### config.mk
export PLATFORM = sky130hd
export DESIGN_NAME = ddr2_port_arbiter
export DESIGN_NICKNAME = d
export VERILOG_FILES = /design/src/rtl/ddr2_port_arbiter_pkg.sv /design/src/rtl/ddr2_port_arbiter_rr_arbiter2.sv /design/src/rtl/ddr2_port_arbiter.sv
export SDC_FILE = /design/constraint.sdc
export NUM_CORES = 1
export LEC_CHECK = 0
export CORE_AREA = 2 2 535 537
export DETAILED_ROUTE_END_ITERATION = 6
export DIE_AREA = 0 0 537 539
export DONT_BUFFER_PORTS = 1
export GPL_TIMING_DRIVEN = 1
export PLACE_DENSITY = 0.3
export RECOVER_POWER = 25
export SKIP_LAST_GASP = 1
export SLEW_MARGIN = 20
export SYNTH_ARGS = -nofsm -noshare
export SYNTH_HDL_FRONTEND = slang
export SYNTH_SLANG_ARGS = --single-unit
### constraint.sdc
create_clock -name clk -period 1.8 [get_ports clk]
set_clock_uncertainty 0.2 [all_clocks]
set_input_delay 0.54 -clock clk [delete_from_list [all_inputs] [get_ports clk]]
set_output_delay 0.54 -clock clk [all_outputs]
set_load 0.05 [all_outputs]
### src/rtl/ddr2_port_arbiter_pkg.sv
// Shared DDR2 cache-port definitions: default widths, rw encoding and
// arbiter state encoding.
package ddr2_mem_defs;

   localparam int unsigned DEF_ADDR_W = 28;
   localparam int unsigned DEF_DATA_W = 256;

   localparam logic RW_WRITE = 1'b1;
   localparam logic RW_READ  = 1'b0;

   localparam logic [1:0] ST_IDLE  = 2'd0;
   localparam logic [1:0] ST_ISSUE = 2'd1;
   localparam logic [1:0] ST_TURN  = 2'd2;

endpackage

### src/rtl/ddr2_port_arbiter_rr_arbiter2.sv
// Two-way round-robin pick: a lone request wins outright, and a tie goes to
// the requester that was not served last.
module rr_arbiter2 (
   input  logic       clk,
   input  logic       rst,
   input  logic [1:0] i_valid,
   input  logic       i_update,
   input  logic       i_served,
   output logic       o_any,
   output logic       o_pick
);

   // Last-served resets to 1, so requester 0 wins the first tie.
   logic r_last;

   always_ff @(posedge clk) begin
      if (rst) begin
         r_last <= 1'b1;
      end else if (i_update) begin
         r_last <= i_served;
      end
   end

   always_comb begin
      o_any  = |i_valid;
      o_pick = 1'b0;
      case (i_valid)
         2'b10:   o_pick = 1'b1;
         2'b11:   o_pick = ~r_last;
         default: o_pick = 1'b0;
      endcase
   end

endmodule

### src/rtl/ddr2_port_arbiter.sv
// Shares one DDR2 cache-side memory port between the Icache (0) and the
// Dcache (1). It latches the winning command and routes completion back.
module ddr2_port_arbiter
   import ddr2_mem_defs::*;
#(
   parameter int unsigned ADDR_W         = DEF_ADDR_W,
   parameter int unsigned DATA_W         = DEF_DATA_W,
   parameter int unsigned TIMEOUT_CYCLES = 1024
) (
   input  logic              clk,
   input  logic              rst,
   input  logic [1:0]        req_valid,
   input  logic [1:0]        req_rw,
   input  logic [ADDR_W-1:0] req_addr0,
   input  logic [ADDR_W-1:0] req_addr1,
   input  logic [DATA_W-1:0] req_wdata0,
   input  logic [DATA_W-1:0] req_wdata1,
   output logic [1:0]        req_ready,
   output logic [DATA_W-1:0] req_rdata,
   output logic              mem_valid,
   output logic              mem_rw,
   output logic [ADDR_W-1:0] mem_addr,
   output logic [DATA_W-1:0] mem_wdata,
   input  logic [DATA_W-1:0] mem_rdata,
   input  logic              mem_ready,
   output logic              grant_id,
   output logic              busy,
   output logic              error
);

   localparam int unsigned     TW      = $clog2(TIMEOUT_CYCLES + 1);
   localparam logic [TW-1:0]   TO_LAST = TW'(TIMEOUT_CYCLES - 1);
   localparam logic [TW-1:0]   TO_MAX  = TW'(TIMEOUT_CYCLES);

   logic [1:0]        r_state;
   logic              r_mem_valid;
   logic              r_mem_rw;
   logic [ADDR_W-1:0] r_mem_addr;
   logic [DATA_W-1:0] r_mem_wdata;
   logic              r_grant;
   logic              r_error;
   logic [TW-1:0]     r_tcnt;

   logic w_any;
   logic w_pick;
   logic w_done;

   assign w_done = (r_state == ST_ISSUE) && mem_ready;

   rr_arbiter2 u_rr (
      .clk      (clk),
      .rst      (rst),
      .i_valid  (req_valid),
      .i_update (w_done),
      .i_served (r_grant),
      .o_any    (w_any),
      .o_pick   (w_pick)
   );

   always_ff @(posedge clk) begin
      if (rst) begin
         r_state     <= ST_IDLE;
         r_mem_valid <= 1'b0;
         r_mem_rw    <= RW_READ;
         r_mem_addr  <= '0;
         r_mem_wdata <= '0;
         r_grant     <= 1'b0;
         r_error     <= 1'b0;
         r_tcnt      <= '0;
      end else begin
         if (mem_ready && (r_state != ST_ISSUE)) begin
            r_error <= 1'b1;
         end
         case (r_state)
            ST_IDLE: begin
               if (w_any) begin
                  r_state     <= ST_ISSUE;
                  r_mem_valid <= 1'b1;
                  r_grant     <= w_pick;
                  r_mem_rw    <= w_pick ? req_rw[1] : req_rw[0];
                  r_mem_addr  <= w_pick ? req_addr1 : req_addr0;
                  r_mem_wdata <= w_pick ? req_wdata1 : req_wdata0;
                  r_tcnt      <= '0;
               end
            end
            ST_ISSUE: begin
               if (mem_ready) begin
                  r_mem_valid <= 1'b0;
                  r_state     <= ST_TURN;
               end else if (r_tcnt != TO_MAX) begin
                  // Counter saturates; the command keeps waiting after timeout.
                  r_tcnt <= r_tcnt + TW'(1);
                  if (r_tcnt == TO_LAST) begin
                     r_error <= 1'b1;
                  end
               end
            end
            ST_TURN: r_state <= ST_IDLE;
            default: r_state <= ST_IDLE;
         endcase
      end
   end

   assign req_ready = w_done ? (r_grant ? 2'b10 : 2'b01) : 2'b00;
   assign req_rdata = mem_rdata;
   assign mem_valid = r_mem_valid;
   assign mem_rw    = r_mem_rw;
   assign mem_addr  = r_mem_addr;
   assign mem_wdata = r_mem_wdata;
   assign grant_id  = r_grant;
   assign busy      = (r_state != ST_IDLE);
   assign error     = r_error;

endmodule

# --- Yosys cells after proc, flatten, opt, wreduce, memory -nomap -nowiden ---
# Index checks and enable logic that the tools add are counted.
totals:
  register_bits: 302
  out_inout_bits: 547
classes:
  addsub: 1
  eq_ne: 10
  mux: 21
  n_bitwise: 1
  reduce_logical: 10
op_table:
  columns: ["operator", "count"]
  rows:
  - ["$mux 256", 1]
  - ["$mux 11", 3]
  - ["$mux 28", 1]
  - ["$pmux 11 s2", 1]
  - ["$add 11x1->11 const B", 1]
  - ["$eq 11x10->1 const B", 1]
  - ["$ne 11x11->1 const B", 1]
  - ["$mux 1", 8]
  - ["$mux 2", 4]
  - ["$ne 2x1->1 const B", 3]
  - ["$eq 2x2->1 const B", 2]
  - ["$ne 2x2->1 const B", 2]
  - ["$pmux 1 s2", 2]
  - ["$pmux 2 s2", 1]
  - ["$reduce_and 2->1", 2]
  - ["$reduce_and 4->1", 1]
  - ["$reduce_bool 2->1", 2]
  - ["$reduce_and 3->1", 1]
  - ["$eq 2x1->1 const B", 1]
  - ["$logic_and 1x1->1", 2]
  - ["$logic_not 2->1", 1]
  - ["$reduce_or 2->1", 1]
  - ["$not 1->1", 1]

# --- Longest topological paths before layout ---
logic_depth:
  depth_word: 7
  depth_mapped: 7
  ltp_nobuf: 6

# --- Modules after synthesis ---
# A second synthesis with hierarchy kept.
hier_totals:
  hier_cells: 1625
  hier_area_um2: 15173.3
by_module_without_submodules:
  columns: ["module", "instances", "cells_each", "area_each_um2", "seq_area_each_um2"]
  rows:
  - ["ddr2_port_arbiter", 1, 1620, 15124.5, 6025.8]
  - ["rr_arbiter2", 1, 5, 48.8, 20.0]

# --- Worst setup path after synthesis ---
# OpenSTA, ideal clock, no wires.
synth_path:
  path_kind: "flip-flop to output port"
  start: "register r_state[1]"
  end: "output req_ready[0]"
  arrival_ps: 1466
  path_slack_ps: -406
  stages_incl_launch_ff: 5
  path_cell_list: "dfxtp_1 > buf_2 > nor2b_1 > nand2_1 > nor2_1"
synth_between:
  elab_chain_cells: 3
synth_rtl:
  columns: ["item", "line_no", "source"]
  rows:
  - ["start, declared", "ddr2_port_arbiter.sv:35", "logic [1:0] r_state;"]
  - ["start signal, assigned", "ddr2_port_arbiter.sv:62", "r_state <= ST_IDLE;"]
  - ["start signal, assigned", "ddr2_port_arbiter.sv:77", "r_state <= ST_ISSUE;"]
  - ["start signal, assigned", "ddr2_port_arbiter.sv:89", "r_state <= ST_TURN;"]
  - ["$eq 2x1->1", "ddr2_port_arbiter.sv:48", "assign w_done = (r_state == ST_ISSUE) && mem_ready;"]
  - ["$logic_and 1x1->1", "ddr2_port_arbiter.sv:48", null]
  - ["$mux 2", "ddr2_port_arbiter.sv:104", "assign req_ready = w_done ? (r_grant ? 2'b10 : 2'b01) : 2'b00;"]
  - ["end, declared", "ddr2_port_arbiter.sv:18", "output logic [1:0] req_ready,"]
# No other way between the ends.

# --- Worst setup path in the final report ---
layout_path:
  start: "register r_state[0]"
  end: "output req_ready[1]"
# The elaborated chain is that of the path after synthesis.

==> metrics.txt <==
CP Capture Point req_ready[1]; Synth Instances 1,594; number of flops mapped to enable cells by yosys 0; ratio of cells with drive above 1 in the final layout 44.59%; Post-Route Utilization 11.87%; Pwr Density 813.9 nW/um2; Worst-Skew Late Latency 0.71 ns; hpwl dp 124,800 um; sequential cell area 6693 um2; required time of the critical path 1.06 ns; placed cell count 5,326; combined area of the multi-input logic cells 7844 um2; startpoint types flop; DR WL/cell 26.14 um; Critical path origin r_state[0]; final setup vio count 580; clk root buf clkbuf_16; FF-to-FF End mem_wdata[70]; FF-to-FF Start u_rr.r_last; boundary pin count 1,378; FF-to-FF path depth 8; chip width 537 um; ys flop type dfxtp_1; global-route wire length before repair 190,700 um; VDD IR max 0.0006317 V; vias in the first global route 16,092; CTS buffer count 44; H-tree lvl count 2; Core ar. 284,000 um2; Layout area overhead 135.5%; flops & latches, synth 302; total power 27.45 mW; unique cell type count in the Yosys netlist 38; Final Routed Wirelength 160,300 um; Fillers 31,979; Fin. Hold Viols 0; largest net degree at the start of global routing 55; total number of vias 15,519; Worst-path clk slew 0.05 ns; Port Buffers 0; Avg Vias per Cell 2.530; GRT overflow 0; ratio of final minimum period to clock period 126.3%; row count 196; Ys Warns 0; nets@finish 3,124; Bufs on Longest Clock Path 3; share of the synthesized area in the top cell type 42.23%; hold crit path type in2reg; first-pass iteration count of the detailed router 5; violated checks setup timing; Slew @ Worst Pin 0.4908 ns; Post-Syn Area 14,320 um2; Routed Antenna Nets 0; number of DRC markers in iteration 0 585; Placed Area 19,840 um2; ys async rst share 0%; sequential share of the synthesized area 42.23%; Mapped Nets 2,427; clk sinks 302; fin cells 6,134; syn_area_per_cell 8.982 um2; top cells by count, synth dfxtp_1, nand2_1, o21ai_0, mux2i_1, buf_4; status complete, but fails checks; worst setup path class reg2out; worst reg-to-reg setup slack -0.31 ns; WP data arrival 1.53 ns; antenna violations before repair 106; count leader, synth dfxtp_1; Remaining DRCs 0; Setup crit end kind primary output; LEAKAGE 11.26 nW; Synth area leader dfxtp_1; Total GRT Usage 10.50%; f_max 440.0 MHz; Initial Utilization 5.042%; number of max-cap violations 0; TNS Setup -76.45 ns; die height 539 um; setup slack after layout -0.4727 ns; gp weighted congestion 0.7816; unrepaired setup endpoints after global routing true; Synth area leaders dfxtp_1, mux2i_1, buf_4; number of max-slew violations in the final report 0; worst-path fanout max 4; Die ar. 289,400 um2; fin crit period 2.273 ns; TritonCTS clock tree yes; Finished Cell Area 33,720 um2; Slew HR 66.43%
cells in the final DEF, fill, tap and decap left out, types with 4 or more instances in the layout:
cell and n:
dlygate4sd3_1 570, nand2_1 292, o21ai_1 225, buf_12 193, dfxtp_2 184, mux2i_1 122, mux2i_4 120, dfxtp_4 111
buf_6 73, buf_8 69, buf_4 65, o21ai_2 54, diode_2 51, clkbuf_16 49, mux2i_2 44, buf_16 32
clkbuf_1 10, clkbuf_8 10, o21ai_0 9, nand4_1 7, a21oi_1 7, dfxtp_1 7, inv_1 4, nor2_1 4
clkinv_2 4
logic make-up after synthesis:
kind of cell / after synthesis / synth area share, %
xor gates and xnor gates: 2 / 0.1224
adders and majority gates: 2 / 0.1748
DFF: 302 / 42.23
muxes: 286 / 19.99
and+or+nand+nor: 330 / 9.246
buffers and inverters: 360 / 16.89
AOI/OAI and AO/OA: 312 / 11.34
per-layer routing:
| metal | track usage, % | share of wire, % |
|---|---|---|
| met1 | 12.56 | 41 |
| met2 | 16.03 | 43 |
| met3 | 3.807 | 9.7 |
| met4 | 6.162 | 6.7 |
| met5 | 0.03331 | 0.15 |
sequential cells by signal, summed over array words and instances, names as in the netlist:
name         cells
mem_rw           1
grant_id         1
u_rr.r_last      1
mem_addr        28
r_state          2
r_tcnt          11
mem_wdata      256
error            1
mem_valid        1
what timing repair did:
action,4_1_cts,5_1_grt
endpoints found under the hold margin,298,3
pin swaps,16,40
buffers inserted,71,37
gates cloned,35,3
gates resized for setup,1256,419
setup endpoints to repair,542,586
hold buffers,568,4
power by group:
part           total (mW)  switching, mW  internal (mW)
registers            8.75           1.28           7.46
logic                9.51           5.14           4.37
clock network        9.19           3.85           5.34
total                27.4           10.3           17.2
how the worst min path moves through the flow:
stage | start | to | slack (ns) | cells past startpoint
floorplan | u_rr.r_last | u_rr.r_last | 0.23 | 1
global placement | mem_addr[13] | mem_addr[13] | 0.24 | 2
detailed placement | mem_wdata[19] | mem_wdata[19] | 0.25 | 2
CTS | mem_ready | error | -0.19 | 2
global route | req_wdata1[75] | mem_wdata[75] | 0.01 | 3
finish | req_wdata1[75] | mem_wdata[75] | 0.06 | 3
stage by stage:
step           hold slack [ns]  worst slack (ns)
2_1_floorplan           0.2307          -0.07215
3_3_place_gp            0.2440            -1.244
3_5_place_dp            0.2503            -1.286
4_1_cts                -0.1852           -0.5629
5_1_grt                0.01078           -0.5608
6_report               0.05911           -0.4727
layout make-up:
type / instances / area share, %
inverter: 5 / 0.05566
timing repair buffer: 1006 / 38.21
tap: 3762 / 13.96
antenna: 51 / 0.3785
multi-input combinational: 932 / 23.26
clock inverter: 10 / 0.3599
sequential: 302 / 19.85
clock buffer: 66 / 3.933
worst max-delay path: stages, from the launching register on:
cell and delay [ns]:
dfxtp_4 0.37, nor2b_4 0.17, and3_4 0.21, buf_12 0.13
No activity file was read; power rests on OpenSTA's default activity.
==> variant: new RTL, same settings <==
Put one more register stage on the output `error`, without a reset. The value now appears one clock later. The other outputs are not delayed to match.
--- a/src/rtl/ddr2_port_arbiter.sv
+++ b/src/rtl/ddr2_port_arbiter.sv
@@ -111,3 +111,5 @@
    assign busy      = (r_state != ST_IDLE);
-   assign error     = r_error;
+   always_ff @(posedge clk) begin
+      error <= r_error;
+   end
 
Check against the original RTL: not settled (the Yosys comparison gave no result); the edit may change what the design does.
==> variant against the unedited design <==
Sequential cell count rose by 1. Synthesized area rose by 0.14%. Highest routed layer unchanged. Setup slack got worse by 0.070 ns. Routed wire length fell by 5.8%. Largest cell class unchanged. First-iteration DRC count rose by 23%. Via count fell by 0.88%. Cell area fell by 2.9%. The run ends with negative hold slack, negative setup slack left. Total power fell by 1.1%.
==> variant: results (changes against the unedited design) <==
n_sequential_cell: 303  # +0.33%
postLayoutCoreUtil_pct: 11.5  # -0.34 points
synthesized_instance_count: 1595  # +0.063%
post_synth_fa_ha_maj_area_fraction_pct: 0.175  # -0.00024 points
holdWs_ns: -0.122  # -0.181 ns
tightest_pin_transition_ns: 0.610  # +0.120 ns
grt_start_max_net_pins: 41  # -25%
worst_r2r_endpoint: "mem_wdata[104]"
synth_compound_area_share_pct: 11.3  # -0.016 points
grt_pass1_wl_mm: 178  # -6.8%
static-leakage-power_nw: 10.9  # -3.6%
timing.critical_path.fanout_max: 3  # -1
critical-path-slowest-cell: "sky130_fd_sc_hd__dfxtp_2"
dpl-instance-area_um2: 19400  # -2.3%
synth_common_cells: "303 x sky130_fd_sc_hd__dfxtp_1, 294 x sky130_fd_sc_hd__nand2_1, 288 x sky130_fd_sc_hd__o21ai_0"
routedWlPerCell_um: 24.8  # -5.3%
postCtsResizedCells: 1138  # -9.4%
multi_input_cells: 933  # +0.11%
globalRouteMet2Util_pct: 13.7  # -2.3 points
post_drt_via_cell_ratio: 2.52  # -0.34%
total_instance_count_after_detailed_placement: 5293  # -0.62%
area_of_the_multi_input_gates_um2: 7460  # -4.9%
routed-wl-met3_mm: 18.6  # +19%
vdd_drop_max_mv: 0.615  # -2.7%
fin_ws_ns: -0.542  # -0.0695 ns
clock_area_share_pct: 4.46  # +0.17 points
cts-hold-fix-buffers: 572  # +0.70%
failed_checks: "negative hold slack, negative setup slack"
multiplexer_share_of_the_synthesized_area_pct: 20.0  # -0.028 points
outcome: "finished with violations"
seq_area_frac_synth_pct: 42.3  # +0.081 points
num-fill-cells: 32100  # +0.42%
finalSetupViolations: 540  # -6.9%
synthesis.nets: 2428  # +0.041%
min_delay_worst_endpoint: "r_error"
placement.setup.worst_slack_ns: -0.691  # +0.594 ns
post_layout_nonfiller_instances: 6101  # -0.54%
timing_hold_violations_final: 1  # +1
post-dp-hpwl_mm: 120  # -4.0%
clock_latency_ns: 0.67  # -0.04 ns
critical_path.top_delay_family: "flip-flops"
drt_iter0_drc: 719  # +23%
grtUsageTotal_pct: 9.71  # -0.80 points
variant: cell types whose count changed in the layout (fill, tap and decap cells not counted), moves of 8 or more:
| cell | before | now |
|---|---|---|
| sky130_fd_sc_hd__buf_16 | 32 | 21 |
| sky130_fd_sc_hd__buf_4 | 65 | 74 |
| sky130_fd_sc_hd__buf_6 | 73 | 45 |
| sky130_fd_sc_hd__buf_8 | 69 | 31 |
| sky130_fd_sc_hd__clkbuf_16 | 49 | 57 |
| sky130_fd_sc_hd__dfxtp_2 | 184 | 135 |
| sky130_fd_sc_hd__dfxtp_4 | 111 | 158 |
| sky130_fd_sc_hd__diode_2 | 51 | 63 |
| sky130_fd_sc_hd__mux2i_1 | 122 | 144 |
| sky130_fd_sc_hd__mux2i_4 | 120 | 96 |
| sky130_fd_sc_hd__o21ai_0 | 9 | 35 |
| sky130_fd_sc_hd__o21ai_2 | 54 | 32 |
